$ cat src/rtl/div_ctrl_pkg.sv
// div_ctrl_pkg: shared types, sizes and helpers for the div_ctrl radix-2 restoring divider
package div_ctrl_pkg;
  localparam int DATA_W = 32;
  localparam int DIV_ITER = 32;
  localparam int CNT_W = $clog2(DIV_ITER);
  typedef logic reset_status_t;
  localparam reset_status_t RST_ENABLE = 1'b0;
  typedef struct packed {
    logic [DATA_W-1:0] hi;
    logic [DATA_W-1:0] lo;
  } hilo_t;
  typedef enum logic [1:0] {IDLE, BUSY, DIVZERO, DONE} div_state_t;
  function automatic logic [DATA_W-1:0] neg_if(input logic n, input logic [DATA_W-1:0] v);
    return n ? -v : v;
  endfunction
endpackage

$ cat src/rtl/div_ctrl_if.sv
// div_ctrl_if: EX-stage divide request/response bundle
interface div_ctrl_if;
  import div_ctrl_pkg::*;
  logic start;
  logic is_signed;
  logic [DATA_W-1:0] dividend;
  logic [DATA_W-1:0] divisor;
  logic annul;
  hilo_t result;
  logic ready;
  logic stall_req;
  modport master (
    output start, is_signed, dividend, divisor, annul,
    input  result, ready, stall_req
  );
  modport slave (
    input  start, is_signed, dividend, divisor, annul,
    output result, ready, stall_req
  );
endinterface

$ cat src/rtl/div_ctrl_step.sv
// div_ctrl_step: one restoring-division iteration (shift in next dividend bit, trial subtract)
module div_ctrl_step
  import div_ctrl_pkg::*;
(
  input  logic [DATA_W-1:0] rem,
  input  logic              quo_msb,
  input  logic [DATA_W-1:0] dvs,
  output logic [DATA_W-1:0] rem_nxt,
  output logic              q_bit
);
  logic [DATA_W:0] shifted;
  logic [DATA_W-1:0] trial;
  assign shifted = {rem, quo_msb};
  assign trial = shifted[DATA_W-1:0] - dvs;
  assign q_bit = shifted >= {1'b0, dvs};
  assign rem_nxt = q_bit ? trial : shifted[DATA_W-1:0];
endmodule

$ cat src/rtl/div_ctrl.sv
// div_ctrl: multi-cycle DIV/DIVU controller; define DIV_ZERO_FASTPATH_EN to short-circuit zero divisors
module div_ctrl
  import div_ctrl_pkg::*;
(
  input logic          clk,
  input reset_status_t rst,
  div_ctrl_if.slave    bus
);
  localparam logic [CNT_W-1:0] CNT_LAST = CNT_W'(DIV_ITER - 1);
  div_state_t state, state_nxt;
  logic [CNT_W-1:0] cnt;
  logic [DATA_W-1:0] rem, quo, dvs, rem_nxt;
  logic q_neg, r_neg, q_bit, accept, last, div_zero;
`ifdef DIV_ZERO_FASTPATH_EN
  assign div_zero = bus.divisor == '0;
`else
  assign div_zero = 1'b0;
`endif
  div_ctrl_step u_step (
    .rem     (rem),
    .quo_msb (quo[DATA_W-1]),
    .dvs     (dvs),
    .rem_nxt (rem_nxt),
    .q_bit   (q_bit)
  );
  // next-state selection and the combinational pipeline stall request
  always_comb begin
    accept = state == IDLE && bus.start && !bus.annul;
    last = cnt == CNT_LAST;
    bus.stall_req = accept || state == BUSY || state == DIVZERO;
    state_nxt = state;
    case (state)
      IDLE:    state_nxt = accept ? (div_zero ? DIVZERO : BUSY) : IDLE;
      BUSY:    state_nxt = bus.annul ? IDLE : (last ? DONE : BUSY);
      DIVZERO: state_nxt = bus.annul ? IDLE : DONE;
      default: state_nxt = IDLE;
    endcase
  end
  // state register
  always_ff @(posedge clk) state <= (rst == RST_ENABLE) ? IDLE : state_nxt;
  // operand capture, shift/subtract iterations and the one-cycle result presentation
  always_ff @(posedge clk) begin
    if (rst == RST_ENABLE) begin
      cnt <= '0;
      rem <= '0;
      quo <= '0;
      dvs <= '0;
      q_neg <= 1'b0;
      r_neg <= 1'b0;
      bus.result <= '0;
      bus.ready <= 1'b0;
    end else begin
      bus.ready <= 1'b0;
      bus.result <= '0;
      if (accept) begin
        quo <= neg_if(bus.is_signed & bus.dividend[DATA_W-1], bus.dividend);
        dvs <= neg_if(bus.is_signed & bus.divisor[DATA_W-1], bus.divisor);
        q_neg <= bus.is_signed & (bus.dividend[DATA_W-1] ^ bus.divisor[DATA_W-1]);
        r_neg <= bus.is_signed & bus.dividend[DATA_W-1];
        rem <= '0;
        cnt <= '0;
      end
      if (state == BUSY && !bus.annul) begin
        rem <= rem_nxt;
        quo <= {quo[DATA_W-2:0], q_bit};
        cnt <= cnt + 1'b1;
        if (last) begin
          bus.ready <= 1'b1;
          bus.result <= {neg_if(r_neg, rem_nxt), neg_if(q_neg, {quo[DATA_W-2:0], q_bit})};
        end
      end
      if (state == DIVZERO && !bus.annul) bus.ready <= 1'b1;
    end
  end
endmodule
$ cat src/flat_wrapper.sv
// flat-port wrapper written by rule: the top's interface ports become plain ports
module div_ctrl_flat import div_ctrl_pkg::*;
  (clk, rst, bus_start, bus_is_signed, bus_dividend, bus_divisor, bus_annul, bus_result, bus_ready, bus_stall_req);
  div_ctrl_if bus_i ();
  input logic clk;
  input reset_status_t rst;
  input wire logic [$bits(bus_i.start)-1:0] bus_start;
  input wire logic [$bits(bus_i.is_signed)-1:0] bus_is_signed;
  input wire logic [$bits(bus_i.dividend)-1:0] bus_dividend;
  input wire logic [$bits(bus_i.divisor)-1:0] bus_divisor;
  input wire logic [$bits(bus_i.annul)-1:0] bus_annul;
  output wire logic [$bits(bus_i.result)-1:0] bus_result;
  output wire logic [$bits(bus_i.ready)-1:0] bus_ready;
  output wire logic [$bits(bus_i.stall_req)-1:0] bus_stall_req;
  assign bus_i.start = bus_start;
  assign bus_i.is_signed = bus_is_signed;
  assign bus_i.dividend = bus_dividend;
  assign bus_i.divisor = bus_divisor;
  assign bus_i.annul = bus_annul;
  assign bus_result = bus_i.result;
  assign bus_ready = bus_i.ready;
  assign bus_stall_req = bus_i.stall_req;
  div_ctrl u_core (.clk(clk), .rst(rst), .bus(bus_i));
endmodule
$ cat config.mk
export PLATFORM = sky130hd
export DESIGN_NAME = div_ctrl_flat
export DESIGN_NICKNAME = d
export VERILOG_FILES = /design/src/rtl/div_ctrl_pkg.sv /design/src/rtl/div_ctrl_if.sv /design/src/rtl/div_ctrl_step.sv /design/src/rtl/div_ctrl.sv /design/src/flat_wrapper.sv
export SDC_FILE = /design/constraint.sdc
export NUM_CORES = 1
export LEC_CHECK = 0
export BUFFER_PORTS_ARGS = -buffer_cell sky130_fd_sc_hd__buf_4
export CAP_MARGIN = 40
export CORE_ASPECT_RATIO = 0.5
export CORE_MARGIN = 2
export CORE_UTILIZATION = 45
export CTS_CLUSTER_SIZE = 25
export DETAILED_ROUTE_END_ITERATION = 12
export MAX_ROUTING_LAYER = met4
export PLACE_DENSITY = 0.67
export SYNTH_ARGS = -nofsm -noshare
export SYNTH_HDL_FRONTEND = slang
export SYNTH_SLANG_ARGS = --single-unit
export TNS_END_PERCENT = 5
$ cat constraint.sdc
create_clock -name clk -period 4 [get_ports clk]
set_input_delay 0.6 -clock clk [delete_from_list [all_inputs] [get_ports clk]]
set_output_delay 0.6 -clock clk [all_outputs]
set_load 0.005 [all_outputs]
# Word level (Yosys, flattened, before mapping)
# Cells that the tools add are included.
[totals] mem_bits_ro=0 reg_bits=170 elab_cells=53 latchBits=0 mem_count=0 mem_bits_rw=0
[op_classes] eq_ne=3 div_mod_pow=0 shift=0 muxes=19 addsub=6 n_mul=0 magnitude_cmp=1 bitwise=4 n_reduce_logical=10
[op_table] cell="two-way mux 32 bit" n=9
[op_table] cell="negator 32 bit" n=4
[op_table] cell="greater-or-equal comparator 33 x 32 -> 1 bit" n=1
[op_table] cell="subtractor 32 bit" n=1
[op_table] cell="two-way mux 5 bit" n=2
[op_table] cell="two-way mux 2 bit" n=3
[op_table] cell="one-hot mux 2 bit (3 select lines)" n=1
[op_table] cell="adder 5 x 1 -> 5 bit (second input constant)" n=1
[op_table] cell="== test 5 bit (second input constant)" n=1
[op_table] cell="logical AND 1 bit" n=4
[op_table] cell="two-way mux 1 bit" n=4
[op_table] cell="bitwise AND 1 bit" n=3
[op_table] cell="AND reduction 3 bit" n=1
[op_table] cell="== test 2 x 1 -> 1 bit (second input constant)" n=1
[op_table] cell="== test 2 bit (second input constant)" n=1
[op_table] cell="logical NOT 2 bit" n=1
[op_table] cell="logical OR 1 bit" n=2
[op_table] cell="nonzero test 2 bit" n=1
[op_table] cell="logical NOT 1 bit" n=1
[op_table] cell="XOR 1 bit" n=1

# Logic depth before layout (Yosys ltp)
[depth] depth_word=5 depth_mapped=21 depth_no_buf=17

# Cells and area by module
# Synthesis repeated with hierarchy kept, for this count alone.
[unflattened] hier_cells=1291 area_unflattened_um2=10602.7
[modules_own_cells] module="div_ctrl" n_inst=1 area_each_um2=8271.7 seq_area_each_um2=3403.3 cells_per_inst=968
[modules_own_cells] module="div_ctrl_step" n_inst=1 area_each_um2=2331.0 seq_area_each_um2=0.0 cells_per_inst=323

# Worst setup path after synthesis
# No wires, ideal clock.
[synth_path] path_type="register -> register" startpoint="register u_core.dvs[16]" endpoint="register, netlist name u_core.bus.result[62]" required_ns=3.877 t_arrival_ns=4.180 path_slack_ns=-0.304 stages_incl_launch_ff=21 n_path_buf=4 path_cell_list="dfxtp_1 inv_1 ha_1 buf_4 nand2_1 o21ai_1 nand2_1 o221a_2 a21oi_4 buf_2 buf_2 buf_2 mux2i_1 ha_1 nand2_1 nor4_1 nand2_1 nor2_1 a31oi_1 o41ai_2 mux2_1"
[synth_between] elab_chain_len=4 elab_cells_between_ends=5 classes_between="2 x add/sub; 1 x order compare; 2 x mux"
[synth_rtl] element="from (decl)" line="div_ctrl.sv:12" source="logic [DATA_W-1:0] rem, quo, dvs, rem_nxt;"
[synth_rtl] element="from (signal assigned)" line="div_ctrl.sv:57" source="dvs <= neg_if(bus.is_signed & bus.divisor[DATA_W-1], bus.divisor);"
[synth_rtl] element="subtractor 32 bit or greater-or-equal comparator 33 x 32 -> 1 bit (tied branches)" line="div_ctrl_step.sv:14, div_ctrl_step.sv:15"
[synth_rtl] element="two-way mux 32 bit (*)" line="div_ctrl_step.sv:16" source="assign rem_nxt = q_bit ? trial : shifted[DATA_W-1:0];"
[synth_rtl] element="negator 32 bit" line="div_ctrl_pkg.sv:14" source="return n ? -v : v;"
[synth_rtl] element="two-way mux 32 bit (*)" line="div_ctrl_pkg.sv:14"
# Every way passes the cells marked *; elsewhere a longest branch is shown, timed or not.
# A chain may end at the register's enable or synchronous reset.

# Worst setup path in the final report
[layout_path] startpoint="register u_core.dvs[17]" endpoint="register, netlist name u_core.bus.result[62]"
[layout_between] elab_chain_len=4 elab_cells_between_ends=5 classes_between="2 x add/sub; 1 x order compare; 2 x mux"
[layout_rtl] element="subtractor 32 bit or greater-or-equal comparator 33 x 32 -> 1 bit (tied branches)" line="div_ctrl_step.sv:14, div_ctrl_step.sv:15"
[layout_rtl] element="two-way mux 32 bit (*)" line="div_ctrl_step.sv:16"
[layout_rtl] element="negator 32 bit" line="div_ctrl_pkg.sv:14"
[layout_rtl] element="two-way mux 32 bit (*)" line="div_ctrl_pkg.sv:14"
# Marks and branches as above.

==> run metrics <==
area of the die 26400 um^2; final critical path time including I/O delays and setup 3900 ps; drt pass-1 iters 7; post-detailed-route DRC marker count 0; combined area of all synthesized cells 11300 um^2; Worst Skew 7.74 ps; final count of pins violating max slew 0; overall track demand over capacity in global routing 27.2%; detailed-route vias per instance 5.70; antenna cells 0; critical-path maximum fanout 6; clk slew on worst S/H paths 70 ps; GRT Residual Overflow 0; RSZ-0062 raised after global routing yes; Post-synth top flop dfxtp_1; global-route wire length before repair 55100 um; number of buffers added to fix hold violations after cts 0; clock sinks 170; vias after detailed routing 11200; Arr. time, crit path 4250 ps; number of synthesis warnings 0; vertical die dimension 116 um; number of enable flip-flop cells after synthesis 0; DP Area 13200 um^2; IO Pins 135; buffer levels on the longest clock path 2; die outline width 228 um; sequential element share of the synthesized area 30.2%; post-synthesis area per instance 7.88 um^2; post-route fraction of the period consumed by the critical path 97.6%; critical path class flop to flop; via count of the first global-routing pass 10400; H-tree level count 4; net count after synthesis 1538; share of layout cells above drive strength 1 23.0%; # nets final 1718; Max Clock Freq 256 MHz; largest net degree at the start of global routing 66; total of endpoints with negative setup slack in the final report 0; minimum hold slack 462 ps; setup_tns 0 ps; post-synthesis cell count 1430; Fin. Hold Viols 0; status complete, no violations; Async SR Flop Fraction 0%; number of violations of the max-capacitance limit 0; CORE AREA 24300 um^2; total non-filler cell area in the finished layout 14200 um^2; worst setup margin 97.6 ps; Port Buffers 134; total clock buffers created by CTS 17; Post-DP HPWL 26800 um; transition time at the pin with the least slew margin 993 ps; pwr dens 329 nW/um^2; VDD IR-drop max 0.275 mV; average wire per standard cell 18.0 um; initial antenna violation count 0; clk root buf clkbuf_16; Post-Place Worst Slack -128 ps; data required time at the worst endpoint 4350 ps; overall power after layout 4.66 mW; starting utilization of the core area 46.4%; sort of element at the start of the critical path flop; Lkg Pwr 5.99 nW; antenna-violating nets left 0; number of distinct library cell variants in the gate-level netlist after synthesis 83; global placement routability congestion 0.964; Worst-Skew Late Latency 460 ps; number of storage elements in the synthesis netlist 170; Min-Delay Path Class input port to flop; post-detailed-routing wire length 35200 um; Area Growth Syn to Fin 25.9%; worst-case headroom to the max-slew limit 33.1%; nature of the critical path endpoint flop; clock tree from TritonCTS yes; row count 40; Detailed Route Iter0 Violations 887
==> final timing paths <==
check | start | depth (start not counted) | to | slack [ps]
setup / recovery | u_core.dvs[17]$_SDFFE_PN0P_ | 14 | u_core.bus.result[62]$_SDFF_PN0_ | 100
hold / removal | bus_start | 3 | u_core.state[0]$_SDFF_PN0_ | 460
setup reg to reg | u_core.dvs[17]$_SDFFE_PN0P_ | 14 | u_core.bus.result[62]$_SDFF_PN0_ | 100
hold reg to reg | u_core.dvs[31]$_SDFFE_PN0P_ | 2 | u_core.dvs[31]$_SDFFE_PN0P_ | 480
==> power by group <==
| group | total, mW | switching, mW | internal [mW] |
|---|---|---|---|
| registers | 1.78 | 0.0416 | 1.74 |
| logic | 1.19 | 0.687 | 0.506 |
| clock network | 1.69 | 0.794 | 0.899 |
| total | 4.66 | 1.52 | 3.14 |
==> stage by stage <==
stage / util (%) / std cells
floorplan: - / 1430
global placement: 54.1 / 1915
detailed placement: 54.3 / 1918
CTS: 56.8 / 1950
global route: 58.5 / 1959
finish: 58.5 / 1959
==> kinds of logic (layout without fill, tap and decap cells) <==
group	Yosys count	in the layout	share of synthesized area [%]
simple gates	544	544	24.1
compound gates	387	387	23.9
flops	170	170	30.2
xor+xnor	137	137	10.6
buf+inv	135	328	5.12
fa+ha+maj	39	39	4.40
mux	18	18	1.63
==> final cells by class <==
type | instances | area, um^2
clock buffer | 18 | 439
clock inverter | 14 | 155
fill | 2258 | 10100
inverter | 48 | 180
multi-input combinational | 1125 | 7670
sequential | 170 | 3410
tap | 336 | 420
timing repair buffer | 248 | 1920
==> registers in the layout, indices dropped and copies added (netlist names) <==
signal,count
u_core.state,2
u_core.rem,32
u_core.bus.ready,1
u_core.dvs,32
u_core.bus.result,64
u_core.cnt,5
u_core.quo,32
u_core.q_neg,1
u_core.r_neg,1
==> worst max-delay path, cell delays in order, from the launching register on <==
cell and delay, ps:
dfxtp_1 330, inv_1 50, ha_1 350, buf_4 190
a211oi_2 210, nor2_1 110, a211oi_2 240, nor2_1 100
or4_1 510, a21oi_1 220, xor2_1 280, a31oi_1 150
or3b_1 410, o41ai_2 300, mux2_1 350
==> what timing repair did <==
action,CTS,global route
gates resized for setup,4,60
endpoints found under the setup margin,6,17
pin swaps,0,19
gates cloned,0,0
setup buffers,0,9
==> synthesized netlist by cell type (all sizes together) (3+ instances only) <==
| library cell | number | share of area, % |
|---|---|---|
| a211oi | 9 | 0.78 |
| a21boi | 10 | 0.67 |
| a21o | 8 | 0.54 |
| a21oi | 77 | 3.9 |
| a221oi | 3 | 0.34 |
| a22oi | 39 | 2.6 |
| a31oi | 11 | 0.61 |
| and2 | 70 | 3.9 |
| and3 | 12 | 0.67 |
| and4 | 6 | 0.49 |
| buf | 29 | 1.6 |
| clkbuf | 58 | 2.0 |
| dfxtp | 170 | 30 |
| ha | 38 | 4.2 |
| inv | 48 | 1.6 |
| mux2 | 3 | 0.30 |
| mux2i | 15 | 1.3 |
| nand2 | 145 | 4.8 |
| nand2b | 15 | 0.83 |
| nand3 | 34 | 1.6 |
| nand3b | 5 | 0.33 |
| nand4 | 16 | 0.94 |
| nor2 | 133 | 4.4 |
| nor2b | 13 | 0.72 |
| nor3 | 31 | 1.5 |
| nor4 | 22 | 1.4 |
| o211a | 31 | 2.8 |
| o211ai | 6 | 0.40 |
| o21a | 7 | 0.48 |
| o21ai | 121 | 5.5 |
| o22ai | 3 | 0.22 |
| o311ai | 3 | 0.23 |
| o31a | 4 | 0.31 |
| o31ai | 26 | 1.8 |
| o41ai | 13 | 1.3 |
| or2 | 4 | 0.22 |
| or3 | 18 | 1.0 |
| or4 | 13 | 0.90 |
| xnor2 | 73 | 5.7 |
| xor2 | 64 | 5.0 |
==> placed cells by master, fill, tap and decap left out, types with 9 or more instances in the layout <==
cell type  synthesis  final
nand4_1           15     15
mux2i_1           15     14
or4_1             12     12
nor2b_1           13     13
nor2_1           133    131
buf_4              2    242
nand3_1           33     30
and2_1            70     70
a22oi_1           39     39
xor2_1            64     64
ha_1              38     16
nand2b_1          15     15
ha_4               0     17
clkbuf_16          0     17
nor4_1            21     17
a31oi_1           11     10
and3_1            12     12
or3_1             18     18
o211a_1           31     31
inv_1             47     47
a21oi_1           68     68
o31ai_1           25     24
o21ai_0          114    114
dfxtp_1          170    162
a21boi_0           9      9
nand2_1          145    143
nor3_1            30     30
o41ai_1           10     10
xnor2_1           73     73
==> per-layer routing <==
layer / up-vias / global-route usage [%] / routed length, um
met5: - / - / 0
met4: 0 / 7.94 / 675
met3: 47 / 6.23 / 2300
met2: 321 / 43.1 / 16000
met1: 5349 / 35.0 / 16300
li1: 5446 / - / -
Note: power is estimated with default switching activity, not from simulation.
